$ cat src/rtl/mem_store_unit.sv
// Byte-serial store engine: takes one SB/SH/SW request per handshake and writes
// it little-endian through the single-byte RAM write port, one byte per clock.
module mem_store_unit (
  input  logic        clk,
  input  logic        rst,
  input  logic        req_valid_i,
  output logic        req_ready_o,
  input  logic [1:0]  req_size_i,
  input  logic [31:0] req_addr_i,
  input  logic [31:0] req_data_i,
  output logic        we_RAM_o,
  output logic [31:0] waddr_RAM_o,
  output logic [7:0]  wdata_RAM_o,
  output logic        busy_o,
  output logic        done_o
);

  typedef enum logic {IDLE = 1'b0, WRITE = 1'b1} state_t;

  state_t      state, state_nx;
  logic [1:0]  cnt, cnt_nx;
  logic [31:0] shift, shift_nx;
  logic [31:0] addr, addr_nx;
  logic [7:0]  wdata, wdata_nx;
  logic        last_byte;
  logic        accept;
  logic        load;

  // Handshake: a request transfers on a rising edge where req_valid_i and
  // req_ready_o are both high; the source holds req_* stable until then.
  // Ready reopens in the last-byte cycle so back-to-back stores have no bubble.
  assign last_byte   = (state == WRITE) && (cnt == 2'd0);
  assign req_ready_o = (state == IDLE) || last_byte;
  assign accept      = req_valid_i && req_ready_o;
  assign load        = accept && (req_size_i != 2'b11);

  assign we_RAM_o    = (state == WRITE);
  assign busy_o      = (state == WRITE);
  assign done_o      = last_byte;
  assign waddr_RAM_o = addr;
  assign wdata_RAM_o = wdata;

  always_comb begin
    state_nx = state;
    cnt_nx   = cnt;
    shift_nx = shift;
    addr_nx  = addr;
    wdata_nx = wdata;
    if (load) begin
      state_nx = WRITE;
      addr_nx  = req_addr_i;
      wdata_nx = req_data_i[7:0];
      shift_nx = req_data_i >> 8;
      cnt_nx   = (req_size_i == 2'b00) ? 2'd0 :
                 (req_size_i == 2'b01) ? 2'd1 : 2'd3;
    end else if (state == WRITE) begin
      if (cnt != 2'd0) begin
        addr_nx  = addr + 32'd1;
        wdata_nx = shift[7:0];
        shift_nx = shift >> 8;
        cnt_nx   = cnt - 2'd1;
      end else begin
        // Reserved-size accepts in the last-byte cycle also land here.
        state_nx = IDLE;
      end
    end
  end

  always_ff @(posedge clk or negedge rst) begin
    if (!rst) begin
      state <= IDLE;
      cnt   <= 2'd0;
      shift <= 32'd0;
      addr  <= 32'd0;
      wdata <= 8'd0;
    end else begin
      state <= state_nx;
      cnt   <= cnt_nx;
      shift <= shift_nx;
      addr  <= addr_nx;
      wdata <= wdata_nx;
    end
  end

endmodule
$ cat config.mk
export PLATFORM = sky130hd
export DESIGN_NAME = mem_store_unit
export DESIGN_NICKNAME = d
export VERILOG_FILES = /design/src/rtl/mem_store_unit.sv
export SDC_FILE = /design/constraint.sdc
export NUM_CORES = 1
export LEC_CHECK = 0
export ABC_AREA = 1
export ABC_CLOCK_PERIOD_IN_PS = 1600
export BUFFER_PORTS_ARGS = -buffer_cell sky130_fd_sc_hd__buf_2
export CAP_MARGIN = 30
export CORE_UTILIZATION = 40
export DETAILED_ROUTE_END_ITERATION = 7
export PLACE_DENSITY = 0.67
export SLEW_MARGIN = 5
export SYNTH_ARGS = -nofsm -noshare
export SYNTH_HDL_FRONTEND = slang
export SYNTH_SLANG_ARGS = --single-unit
$ cat constraint.sdc
create_clock -name clk -period 1.6 [get_ports clk]
set_input_delay 0.32 -clock clk [delete_from_list [all_inputs] [get_ports clk]]
set_output_delay 0.32 -clock clk [all_outputs]
set_load 0.03 [all_outputs]
==> metrics.md <==
| Metric | Value |
|---|---|
| Status | complete, but fails checks |
| Failing checks | negative setup slack |
| PwrDens | 2060 nW/um2 |
| Total gr overflow | 0 |
| Final Cycle Share | 1.04 |
| DR vias | between 4000 and 5000 |
| Final Power | between 10 and 15 mW |
| I/O Pins | 113 |
| First drt pass iteration count | 5 |
| Fin crit period | roughly 1700 ps |
| Reg2Reg Depth | 9 |
| Tightest Pin Transition | between 300 and 400 ps |
| Peak fanout along the critical path | 5 |
| Final Max Slew Viols | 0 |
| Input/output buffers | 112 |
| DP Area | between 4000 and 5000 um2 |
| Synth Register Bits | 67 |
| Register area share after synthesis | 0.423 |
| Worst VDD drop | roughly 1.3 mV |
| Width of the chip | between 100 and 150 um |
| Detailed Route Iter0 Violations | around 190 |
| Routability Congestion | 0.948 |
| R2r startpoint | cnt[0]$_DFFE_PN0P_ |
| Layout cells sized above 1 | 0.300 |
| Worst Hold Launch | req_data_i[2] |
| Syn Inst Count | 575 |
| GRT Total Usage | 0.242 |
| H-tree lvl count | 3 |
| Clock buffer depth | 2 |
| Syn nets | between 600 and 700 |
| Prevailing post-synth register cell | dfrtp_1 |
| Number of fillers in the final layout | 930 |
| Clock sinks | 67 |
| RSZ-0062 raised after global routing | true |
| Design area | 5300 um2 |
| Cell Area, Synth | around 4000 um2 |
| Max-cap viol count | 0 |
| Min-Delay Endpoint | wdata_RAM_o[2]$_DFFE_PN0P_ |
| Die height | 102 um |
| Post-synth ARST share | 1.00 |
| Worst min-delay path class | in2reg |
| Max Clk Rate | around 600 MHz |
| Endpoints failing setup | 1 |
| CTS tree | yes |
| Area of the core | 9420 um2 |
| Final hold vios | 0 |
| Yosys cell types | 31 |
| Vias in the first global route | 4049 |
| Leakage power | 2.60 nW |
| Clock transition at path regs | ~80 ps |
| Diode count | 0 |
| Worst slack, placed | -80.7 ps |
| Starting Density | 0.421 |
| FF-to-FF End | waddr_RAM_o[18]$_DFFE_PN0P_ |
| EDFF count, synth | 0 |
| Fin Clk Skew | 10.1 ps |
| Die area | ~10000 um2 |
| Critical path startpoint | cnt[0]$_DFFE_PN0P_ |
| Nets@finish | 790 |
| Worst setup path class | reg2out |
| Vias per inst | about 4.9 |
| Initial antenna violation count | 0 |
| Final worst slack | -56.5 ps |
| Post-DP HPWL | 8700 um |
| Cell depth of the worst min-delay path | 3 |
| Total Wirelength | between 10000 and 15000 um |
| CTS Buf Count | 9 |
| Number of routed nets with antenna violations | 0 |
| CP Data Arrival Time | around 1300 ps |
| Crit end category | output port |
| Synth warnings | 0 |
| Syn_area_per_cell | about 6.9 um2 |
| Flop2flop setup slack | 30 ps |
| Root Driver | clkbuf_8 |
| Largest net degree at the start of global routing | between 60 and 70 |
| First-pass GRT wire length | about 19000 um |
| Wirelength per Cell | between 10 and 15 um |
| Crit path launch type | flop |
| DR DRC count | 0 |
| Row count | 35 |
| Worst Path Required | 1280 ps |
| Syn-to-layout area delta | 33.5% |
| Worst-Skew Late Latency | about 350 ps |
| Relative slew margins | 0.737 |
[cells in the mapped netlist, types with 6 or more instances]
library cell | count | share of area
nor2_2 | 6 | 0.0095
o21ai_0 | 15 | 0.019
or2_2 | 7 | 0.011
nand2_1 | 205 | 0.19
nor2_1 | 92 | 0.087
inv_1 | 48 | 0.045
dfrtp_1 | 67 | 0.42
o22ai_1 | 6 | 0.0095
a21oi_1 | 7 | 0.0088
a211oi_1 | 6 | 0.011
o211ai_1 | 15 | 0.028
buf_2 | 10 | 0.013
nand3_1 | 51 | 0.064
[through the flow]
stage / cells / hold slack, ps / setup TNS, ps / util
4_1_cts: 850 / 162 / -33.5 / 0.548
2_1_floorplan: 575 / 24.4 / 0 / -
3_5_place_dp: 831 / 373 / -360 / 0.521
6_report: 853 / 171 / -56.5 / 0.562
5_1_grt: 853 / 166 / -543 / 0.562
3_3_place_gp: 831 / 373 / 0 / 0.521
[cells in the final DEF (no fill, tap or decap), types with 6 or more instances in the layout]
cell type,count
nand2_1,201
buf_2,110
nor2_1,87
dfrtp_1,62
nand3_1,50
inv_1,45
buf_4,35
o211ai_1,15
o21ai_0,15
clkbuf_8,10
nor2_4,8
nand2_2,7
or2_2,7
a21oi_1,7
nor2_2,6
a211oi_1,6
o22ai_1,6
[report_power, final]
| group | internal, mW | switching (mW) | total [mW] |
|---|---|---|---|
| logic | 2.31 | 3.88 | 6.20 |
| registers | 2.45 | 0.724 | 3.18 |
| clock network | 0.777 | 0.750 | 1.53 |
[cell families after synthesis]
group,Yosys count,share of synthesized area
simple gates,374,0.394
buf+inv,74,0.0804
fa+ha+maj,2,0.00631
compound gates,58,0.0962
flops,67,0.423
[flip-flops by register name (all words and copies together), names as in the netlist]
register	cells
waddr_RAM_o	32
shift	24
wdata_RAM_o	8
cnt	2
busy_o	1
[worst max-delay path, stage by stage, from the launching register on]
cell,delay [ps]
dfrtp_1,390
inv_1,60
ha_2,180
inv_2,50
nand2_4,80
buf_8,110
buf_6,120
[cell type report]
class                           instances  area (um2)  share of cell area
Clock buffer                           10         138              0.0260
Inverter                               51         199              0.0376
Multi-Input combinational cell        434        2030               0.384
Timing Repair Buffer                  156        1010               0.191
Tap cell                              129         161              0.0305
Sequential cell                        67        1680               0.318
Clock inverter                          6        70.1              0.0132
[worst max-delay path by stage]
stage / endpoint / slack, ps / cells after the start
2_1_floorplan: waddr_RAM_o[22]$_DFFE_PN0P_ / 40 / 10
3_3_place_gp: cnt[0]$_DFFE_PN0P_ / 10 / 9
3_5_place_dp: cnt[0]$_DFFE_PN0P_ / -80 / 9
4_1_cts: req_ready_o / -30 / 6
5_1_grt: req_ready_o / -110 / 6
6_report: req_ready_o / -60 / 6
[layer usage]
metal  GRT usage  wire, um  up-vias
li1            -         -     2116
met1       0.316      5360     1922
met2       0.401      5600      155
met3      0.0476       721       19
met4      0.0814       249        0
met5           0         0        -
[repair_timing]
action / in CTS / in global routing
endpoints found under the setup margin: 26 / 55
pin swaps: 1 / 1
gates resized for setup: 10 / 26
endpoints found under the hold margin: 18 / 0
hold buffers: 1 / 0
setup buffers: 2 / 1
gates cloned: 0 / 2
(Power assumes the default switching activity.)
